File: src/rtl/mult_control_taint_param_pkg.sv
// Shared types for the taint-tracking shift-add multiplier controller.
// State encoding and index-width helper.
package mult_control_taint_param_pkg;

  typedef enum logic [2:0] {
    ST_IDLE  = 3'd0,
    ST_INIT  = 3'd1,
    ST_TEST  = 3'd2,
    ST_ADD   = 3'd3,
    ST_SHIFT = 3'd4,
    ST_DONE  = 3'd5,
    ST_STEP  = 3'd6
  } state_e;

  function automatic int idx_w(input int width);
    return (width < 2) ? 1 : $clog2(width);
  endfunction

endpackage

File: src/rtl/mult_control_taint_param_taint_bit_select.sv
// Indexed bit select that carries the selected bit's taint alongside it.
// Shared with the datapath taint shadow.
module taint_bit_select
  import mult_control_taint_param_pkg::*;
#(
  parameter int WIDTH = 32,
  parameter int IDX_W = idx_w(WIDTH)
) (
  input  logic [WIDTH-1:0] val,
  input  logic [WIDTH-1:0] val_t,
  input  logic [IDX_W-1:0] idx,
  output logic             bit_o,
  output logic             bit_t
);

  assign bit_o = val[idx];
  assign bit_t = val_t[idx];

endmodule

File: src/rtl/mult_control_taint_param.sv
// Control FSM for the sequential shift-add multiplier, walking the
// multiplier with a bit index and carrying a single taint shadow.
module mult_control_taint_param
  import mult_control_taint_param_pkg::*;
#(
  parameter int WIDTH = 32,
  parameter bit FAST  = 1'b0
) (
  input  logic             clk,
  input  logic             rst,
  input  logic             start,
  input  logic             start_t,
  input  logic [WIDTH-1:0] multiplierReg,
  input  logic [WIDTH-1:0] multiplierReg_t,
  output logic             busy,
  output logic             busy_t,
  output logic             productDone,
  output logic             productDone_t,
  output logic             rsload,
  output logic             rsload_t,
  output logic             rsclear,
  output logic             rsclear_t,
  output logic             rsshr,
  output logic             rsshr_t,
  output logic             mrld,
  output logic             mrld_t,
  output logic             mdld,
  output logic             mdld_t
);

  localparam int            IW   = idx_w(WIDTH);
  localparam logic [IW-1:0] LAST = IW'(WIDTH - 1);
  localparam logic [IW-1:0] ONE  = IW'(1);

  state_e        state_q, state_d;
  logic [IW-1:0] idx_q, idx_d;
  logic          state_t_q, state_t_d;
  logic          sel, sel_t;

  taint_bit_select #(
    .WIDTH(WIDTH),
    .IDX_W(IW)
  ) u_sel (
    .val  (multiplierReg),
    .val_t(multiplierReg_t),
    .idx  (idx_q),
    .bit_o(sel),
    .bit_t(sel_t)
  );

  always_ff @(posedge clk) begin
    if (!rst) begin
      state_q   <= ST_IDLE;
      idx_q     <= '0;
      state_t_q <= 1'b0;
    end else begin
      state_q   <= state_d;
      idx_q     <= idx_d;
      state_t_q <= state_t_d;
    end
  end

  always_comb begin
    state_d   = state_q;
    idx_d     = idx_q;
    state_t_d = state_t_q;
    unique case (state_q)
      ST_IDLE: begin
        // idle taint follows start_t so a tainted decision to start is seen
        state_t_d = start_t;
        if (start) begin
          state_d = ST_INIT;
          idx_d   = '0;
        end
      end
      ST_INIT: state_d = FAST ? ST_STEP : ST_TEST;
      ST_TEST: begin
        state_t_d = state_t_q | sel_t;
        state_d   = sel ? ST_ADD : ST_SHIFT;
      end
      ST_ADD: state_d = ST_SHIFT;
      ST_SHIFT: begin
        if (idx_q == LAST) begin
          state_d = ST_DONE;
        end else begin
          idx_d   = idx_q + ONE;
          state_d = ST_TEST;
        end
      end
      ST_STEP: begin
        state_t_d = state_t_q | sel_t;
        if (idx_q == LAST) begin
          state_d = ST_DONE;
        end else begin
          idx_d = idx_q + ONE;
        end
      end
      ST_DONE: state_d = ST_IDLE;
      default: state_d = ST_IDLE;
    endcase
  end

  always_comb begin
    busy          = (state_q != ST_IDLE);
    productDone   = 1'b0;
    rsload        = 1'b0;
    rsclear       = 1'b0;
    rsshr         = 1'b0;
    mrld          = 1'b0;
    mdld          = 1'b0;
    busy_t        = state_t_q;
    productDone_t = state_t_q;
    rsload_t      = state_t_q;
    rsclear_t     = state_t_q;
    rsshr_t       = state_t_q;
    mrld_t        = state_t_q;
    mdld_t        = state_t_q;
    unique case (state_q)
      ST_INIT: begin
        mdld    = 1'b1;
        mrld    = 1'b1;
        rsclear = 1'b1;
      end
      ST_ADD:   rsload = 1'b1;
      ST_SHIFT: rsshr  = 1'b1;
      ST_STEP: begin
        // the add decision comes straight from the selected bit
        rsshr    = 1'b1;
        rsload   = sel;
        rsload_t = state_t_q | sel_t;
      end
      ST_DONE: productDone = 1'b1;
      default: ;
    endcase
  end

endmodule

File: config.mk
export PLATFORM = sky130hd
export DESIGN_NAME = mult_control_taint_param
export DESIGN_NICKNAME = d
export VERILOG_FILES = /design/src/rtl/mult_control_taint_param_pkg.sv /design/src/rtl/mult_control_taint_param_taint_bit_select.sv /design/src/rtl/mult_control_taint_param.sv
export SDC_FILE = /design/constraint.sdc
export NUM_CORES = 1
export LEC_CHECK = 0
export CORE_MARGIN = 2
export CORE_UTILIZATION = 35
export DETAILED_ROUTE_END_ITERATION = 7
export PLACE_DENSITY = 0.84
export REMOVE_ABC_BUFFERS = 1
export SLEW_MARGIN = 15
export SYNTH_ARGS = -nofsm -noshare
export SYNTH_HDL_FRONTEND = slang
export SYNTH_SLANG_ARGS = --single-unit
File: constraint.sdc
create_clock -name clk -period 2.7 [get_ports clk]
set_clock_uncertainty 0.2 [all_clocks]
set_input_delay 0.54 -clock clk [delete_from_list [all_inputs] [get_ports clk]]
set_output_delay 0.54 -clock clk [all_outputs]
set_load 0.05 [all_outputs]
==> results of run 1 <==
## worst max-delay path, delay by kind of cell
kind / cells / cell delay (ns)
AOI/OAI and AO/OA: 1 / 0.22
and+or+nand+nor: 2 / 0.19
buffers and inverters: 2 / 0.38
muxes: 2 / 0.70
## per-layer routing
metal	track usage	wire length, um	up-vias
li1	-	-	680
met1	0.2099	1522	613
met2	0.3459	1678	47
met3	0.04348	284	4
met4	0.06079	55	0
met5	0	0	-
## sequential cells by signal, indices dropped and copies added, names as in the netlist
signal,flops
busy_t,1
state_q,3
idx_q,5
## area by class of cell
type                            count  area [um^2]
Fill cell                         274         1064
Inverter                            3        11.26
Multi-Input combinational cell    111        863.3
Clock buffer                        4        26.28
Sequential cell                     9        186.4
Tap cell                           44        55.05
Timing Repair Buffer               93        897.1
## synth_stat cells, types with 4 or more instances
cell type / number
o21ai_0: 4
nor2b_1: 4
nand2_1: 14
dfxtp_1: 9
mux4_1: 4
nor2_1: 8
nand4_1: 4
buf_4: 8
mux2i_1: 24
a21oi_1: 5
nand3_1: 8
buf_2: 5
clkbuf_1: 4
a22oi_1: 5
## through the flow
stage | util | TNS, ns | cell area (um^2) | hold WS (ns) | cells
detailed placement | 0.6383 | -0.5845 | 1981 | 0.3506 | 258
CTS | 0.6552 | -0.1014 | 2033 | 0.3635 | 264
floorplan | - | -8.441 | 1055 | 0.2950 | 123
finish | 0.6573 | -0.07992 | 2039 | 0.3582 | 264
global placement | 0.6383 | -0.5661 | 1981 | 0.3423 | 258
global route | 0.6573 | -0.2850 | 2039 | 0.3871 | 264
## worst paths after layout
check,endpoint,slack (ns),cells after the start
worst max-delay path,rsload_t,-0.07,7
worst min-delay path,idx_q[4],0.36,2
worst max register to register,idx_q[3],0.53,9
worst min register to register,idx_q[4],0.36,2
## repair_timing
| action | in CTS | in global routing |
|---|---|---|
| hold buffers | 0 | 0 |
| resized for setup | 51 | 2 |
| setup endpoints to repair | 2 | 3 |
| pin swaps | 6 | 1 |
| buffers inserted | 2 | 0 |
## placed cells by master, fill, tap and decap left out, types with 2 or more instances in the layout
| cell | Yosys | layout |
|---|---|---|
| nand3b_1 | 2 | 2 |
| clkdlybuf4s15_1 | 0 | 15 |
| clkbuf_4 | 0 | 3 |
| mux2i_1 | 24 | 24 |
| nor3_1 | 2 | 2 |
| dfxtp_1 | 9 | 6 |
| buf_4 | 8 | 14 |
| inv_1 | 3 | 3 |
| nand2_1 | 14 | 14 |
| a21oi_1 | 5 | 5 |
| mux4_2 | 0 | 4 |
| a22o_1 | 3 | 3 |
| ha_1 | 2 | 2 |
| nand4_1 | 4 | 4 |
| nand3_1 | 8 | 8 |
| dfxtp_2 | 0 | 2 |
| dlygate4sd2_1 | 0 | 5 |
| nor2b_1 | 4 | 4 |
| o21ai_0 | 4 | 3 |
| a31oi_1 | 2 | 2 |
| nor2_1 | 8 | 8 |
| clkdlybuf4s50_1 | 0 | 54 |
| xor2_1 | 2 | 2 |
| buf_6 | 1 | 4 |
| a22oi_1 | 5 | 5 |
| mux2_4 | 0 | 2 |
## power by group through the flow
stage	Clock, mW	Combinational, mW	Sequential [mW]
global placement	0	0.355	0.159
floorplan	0	0.128	0.213
finish	0.107	0.366	0.158
detailed placement	0	0.359	0.159
global route	0.120	0.390	0.161
CTS	0.110	0.368	0.158
## kinds of logic after synthesis
group                    Yosys count
AND/OR/NAND/NOR                   50
flip-flops                         9
adder cells (fa/ha/maj)            2
buffers and inverters             21
XOR/XNOR                           3
multiplexers                      30
AO/OA/AOI/OAI                     26
==> reports/results.ini, run 1 <==
[power]
p_total_mw = 0.6319
p_int_mw = 0.3893
clkPwrFrac = 0.170
power_switching_mw = 0.2426
power.leakage_nw = 0.7906
p_comb_frac = 0.580
swShare = 0.3839
powerDensity_nw_per_um2 = 309.9
p_seq_frac = 0.250
irDropWorstVdd_mv = 0.2571

[yosys]
async_reset_ff_frac = 0
synth_adder_area_share = 0.02146
syn_area_um2 = 1166
yosysTopAreaCell = mux2i_1
syn_avg_cell_area_um2 = 8.270
synth_cell_types = 38
ys_seq_area_frac = 0.1545
synth_compound_area_frac = 0.1577
synth_top_area_frac = 0.2060
yosys.area_share.simple = 0.2232
yosysWarnings = 0
muxShareOfSynthArea = 0.3155
synth_edf_count = 0
postSynthCellCount = 141
synth_xor_area_frac = 0.02253
ys_seq_elements = 9
ys.flop_type = dfxtp_1
synth_area_leaders = mux2i_1 (21%), dfxtp_1 (15%), mux4_1 (9.0%)
synth_top_family_by_area = multiplexers

[critical_path]
startpoint = multiplierReg_t[11]
critPathRequiredTime_ns = 1.96
crit_fanout = 2
r2r_start = idx_q[1]
crit_path_top_delay_cell = mux4_2
start_kind = input port
path_cells = dlygate4sd2_1 -> mux4_2 -> mux2_4 -> nand2_1 -> nand4_1 -> a31o_1 -> buf_6
critPathKind = in2out
cp-end-kind = output port
cp_slowest_stage_delay_ns = 0.43
worstPathArrival_ns = 2.03

[routing]
drt_first_pass_iters = 4
finalWirelength_um = 3541
num_vias = 1344
post-route-drc-count = 0
wl_per_cell_um = 13.41
first_iter_violations = 31
viasPerCell = 5.091
postRouteAntennaNets = 0

[global_route]
grt_max_degree = 16
grt_usage = 0.1869
grt.overflow.total = 0
grt_pass1_vias = 1277
antenna_found_initial = 0
grt_pass1_wl_um = 5382

[placed_design]
dp_slack_ns = -0.3823
place_congestion = 0.8898
io_buffers = 81
hpwl_um = 2884

[layout]
syn_to_final_growth_pct = 74.89
antenna_cells = 0
fin_nets = 291
drive_gt1_frac = 0.1500

[cts]
clk_pin_slew_ns = 0.06
cts-htree-levels = 1
cts_tree = yes
cts_buffer_depth = 2
worst_skew_pair.late_latency_ns = 0.27
numCtsBuffers = 3
cts_sinks = 9
root_buffer = clkbuf_4

[status]
outcome = finished with violations
violations = setup timing

[run]
cap_violations = 0

[timing]
maxSlewHeadroom = 0.6619
fmax_mhz = 361.3
finalMaxSlewViolations = 0
rsz0062_at_grt = yes
fin_crit_sh = 1.025
tightestPinTransition_ns = 0.5063
fin_crit_ns = 2.767
timing.final.ws_setup_ns = -0.06746
final-setup-viol-count = 2
timing_hold_violations_final = 0

[floorplanning]
fp-row-count = 20
dieArea_um2 = 3809
coreArea_um2 = 3103
die-height_um = 61.72
initial_core_util = 0.3758
ios = 82
die-width_um = 61.72

[worst_hold_path]
worstHoldStart = idx_q[4]
hold_path_class = reg2reg

(Power assumes the default switching activity.)
==> inputs of run 2 (changes only) <==
REMOVE_ABC_BUFFERS = unset   (was 1)
==> run 2 against run 1 <==
Net effect: worst setup slack got worse by 0.031 ns; highest routed layer unchanged; clock power about the same; cell area is 0.68% lower; via count grew 1.9%; the flow still finishes with violations (setup timing); fmax down 1.1%; first-iteration DRC count fell by 6.5%; sequential share of layout area grew 0.062 points; register-to-register slack worse by 0.02 ns; die area unchanged.
==> reports/results.ini, run 2 (synthesis results as in run 1) <==
[layout]
fin_nets = 289  ; -0.69%
largest_register_ffs = 5  ; unchanged
final_common_cell = clkdlybuf4s50_1
top_register = idx_q
drive_gt1_frac = 0.1468  ; -0.003211
fillers = 280  ; +2.2%
syn_to_final_growth_pct = 73.71
antenna_cells = 0  ; unchanged
design_area_um2 = 2026  ; -0.68%
final_cell_mix = clkdlybuf4s50_1 (56), mux2i_1 (24), nand2_1 (14)

[routing]
wl_per_cell_um = 13.04  ; -2.8%
postRouteAntennaNets = 0  ; unchanged
first_iter_violations = 29  ; -6.5%
viasPerCell = 5.229  ; +2.7%
drt_first_pass_iters = 4  ; unchanged
num_vias = 1370  ; +1.9%
post-route-drc-count = 0  ; unchanged
finalWirelength_um = 3416  ; -3.5%
top_layer = met4
wl_met2_um = 1581  ; -5.8%
routed-wl-met3_um = 335  ; +18%
wl_met1_um = 1438  ; -5.5%

[global_route]
grt_pass1_vias = 1194  ; -6.5%
grt_max_degree = 16  ; unchanged
grt_pass1_wl_um = 5195  ; -3.5%
grt_usage = 0.1801  ; -0.006738
antenna_found_initial = 0  ; unchanged
grt.overflow.total = 0  ; unchanged

[status]
violations = setup timing
outcome = finished with violations

[power]
p_total_mw = 0.6261  ; -0.93%
power.leakage_nw = 0.7822  ; -1.1%
powerDensity_nw_per_um2 = 309.1  ; -0.25%
irDropWorstVdd_mv = 0.2157  ; -16%

[floorplanning]
ios = 82  ; unchanged
fp-row-count = 20  ; unchanged
die-height_um = 61.72  ; unchanged
die-width_um = 61.72  ; unchanged
initial_core_util = 0.3758  ; unchanged
dieArea_um2 = 3809  ; unchanged
coreArea_um2 = 3103  ; unchanged

[cts]
cts_hold_buf = 0  ; unchanged
clk_pin_slew_ns = 0.06  ; about the same
cts_sinks = 9  ; unchanged
root_buffer = clkbuf_4
worst_skew_pair.late_latency_ns = 0.27  ; about the same
cts_buffer_depth = 2  ; unchanged
cts-htree-levels = 1  ; unchanged
numCtsBuffers = 3  ; unchanged
cts_tree = yes

[worst_hold_path]
hold_path_class = reg2reg
hold_depth = 2  ; unchanged

[placed_design]
place_congestion = 0.7704  ; -13%
place_area_um2 = 1978  ; -0.13%
hpwl_um = 2774  ; -3.8%
dp_slack_ns = -0.3974  ; -0.01511 ns
io_buffers = 81  ; unchanged

[timing]
fmax_mhz = 357.3  ; -1.1%
final-setup-viol-count = 2  ; unchanged
finalMaxSlewViolations = 0  ; unchanged
timing_hold_violations_final = 0  ; unchanged
whs_ns = 0.3547  ; -0.003468 ns
fin_crit_sh = 1.037  ; +0.01156
timing.final.ws_setup_ns = -0.09868  ; -0.03122 ns
rsz0062_at_grt = yes
maxSlewHeadroom = 0.6627  ; +0.0007500
final.setup.tns_ns = -0.1289  ; -0.04900 ns
fin_crit_ns = 2.799  ; +0.03122 ns
tightestPinTransition_ns = 0.5052  ; -0.001122 ns

[critical_path]
crit_fanout = 2  ; unchanged
start_kind = input port
worstPathArrival_ns = 2.06  ; +0.03 ns
critPathKind = in2out
reg2reg_depth = 9  ; unchanged
cp-end-kind = output port
critPathRequiredTime_ns = 1.96  ; about the same

[yosys]
syn_nets = 211

[run]
cap_violations = 0  ; unchanged

run 2: timing repair:
action | CTS | global route
endpoints found under the setup margin | 2 | 3
resized for setup | 43 | 3
pin swaps | 6 | 1
setup buffers | 1 | 0
run 2: stage by stage:
stage	std cells	util
floorplan	141	-
global placement	257	0.6375
detailed placement	257	0.6375
CTS	262	0.6512
global route	262	0.6528
finish	262	0.6528
run 2: layout make-up:
class                   count  area, um^2  area share
clock buffers               3       22.52     0.01112
clock inverters             1       5.005    0.002471
well taps                  44       55.05     0.02718
inverters                   3       11.26    0.005559
multi-input cells         111       867.1      0.4280
flip-flops and latches      9       186.4     0.09203
repair buffers             91       878.3      0.4336
run 2: path summary, 6_finish.rpt:
kind / end / slack, ns / start
setup / recovery: rsload_t / -0.1 / multiplierReg_t[10]
hold / removal: idx_q[4] / 0.35 / idx_q[4]
setup reg to reg: state_q[2] / 0.51 / idx_q[0]
hold reg to reg: idx_q[4] / 0.35 / idx_q[4]
run 2: layer usage:
metal / global-route usage / vias to the layer above
met4: 0.06383 / 0
li1: - / 675
met3: 0.03727 / 10
met1: 0.2342 / 619
met5: 0 / -
met2: 0.2962 / 66
run 2: worst max-delay path, cell delays in order:
cell and delay, ns:
dlygate4sd2_1 0.23, mux4_2 0.44, mux2_4 0.27, nand2_1 0.07, nand4_1 0.14, a31o_1 0.22
buf_6 0.15
run 2: power breakdown:
| part | internal, mW | switching (mW) |
|---|---|---|
| clock network | 0.0547 | 0.0494 |
| logic | 0.190 | 0.174 |
| registers | 0.141 | 0.0170 |
| total | 0.386 | 0.240 |
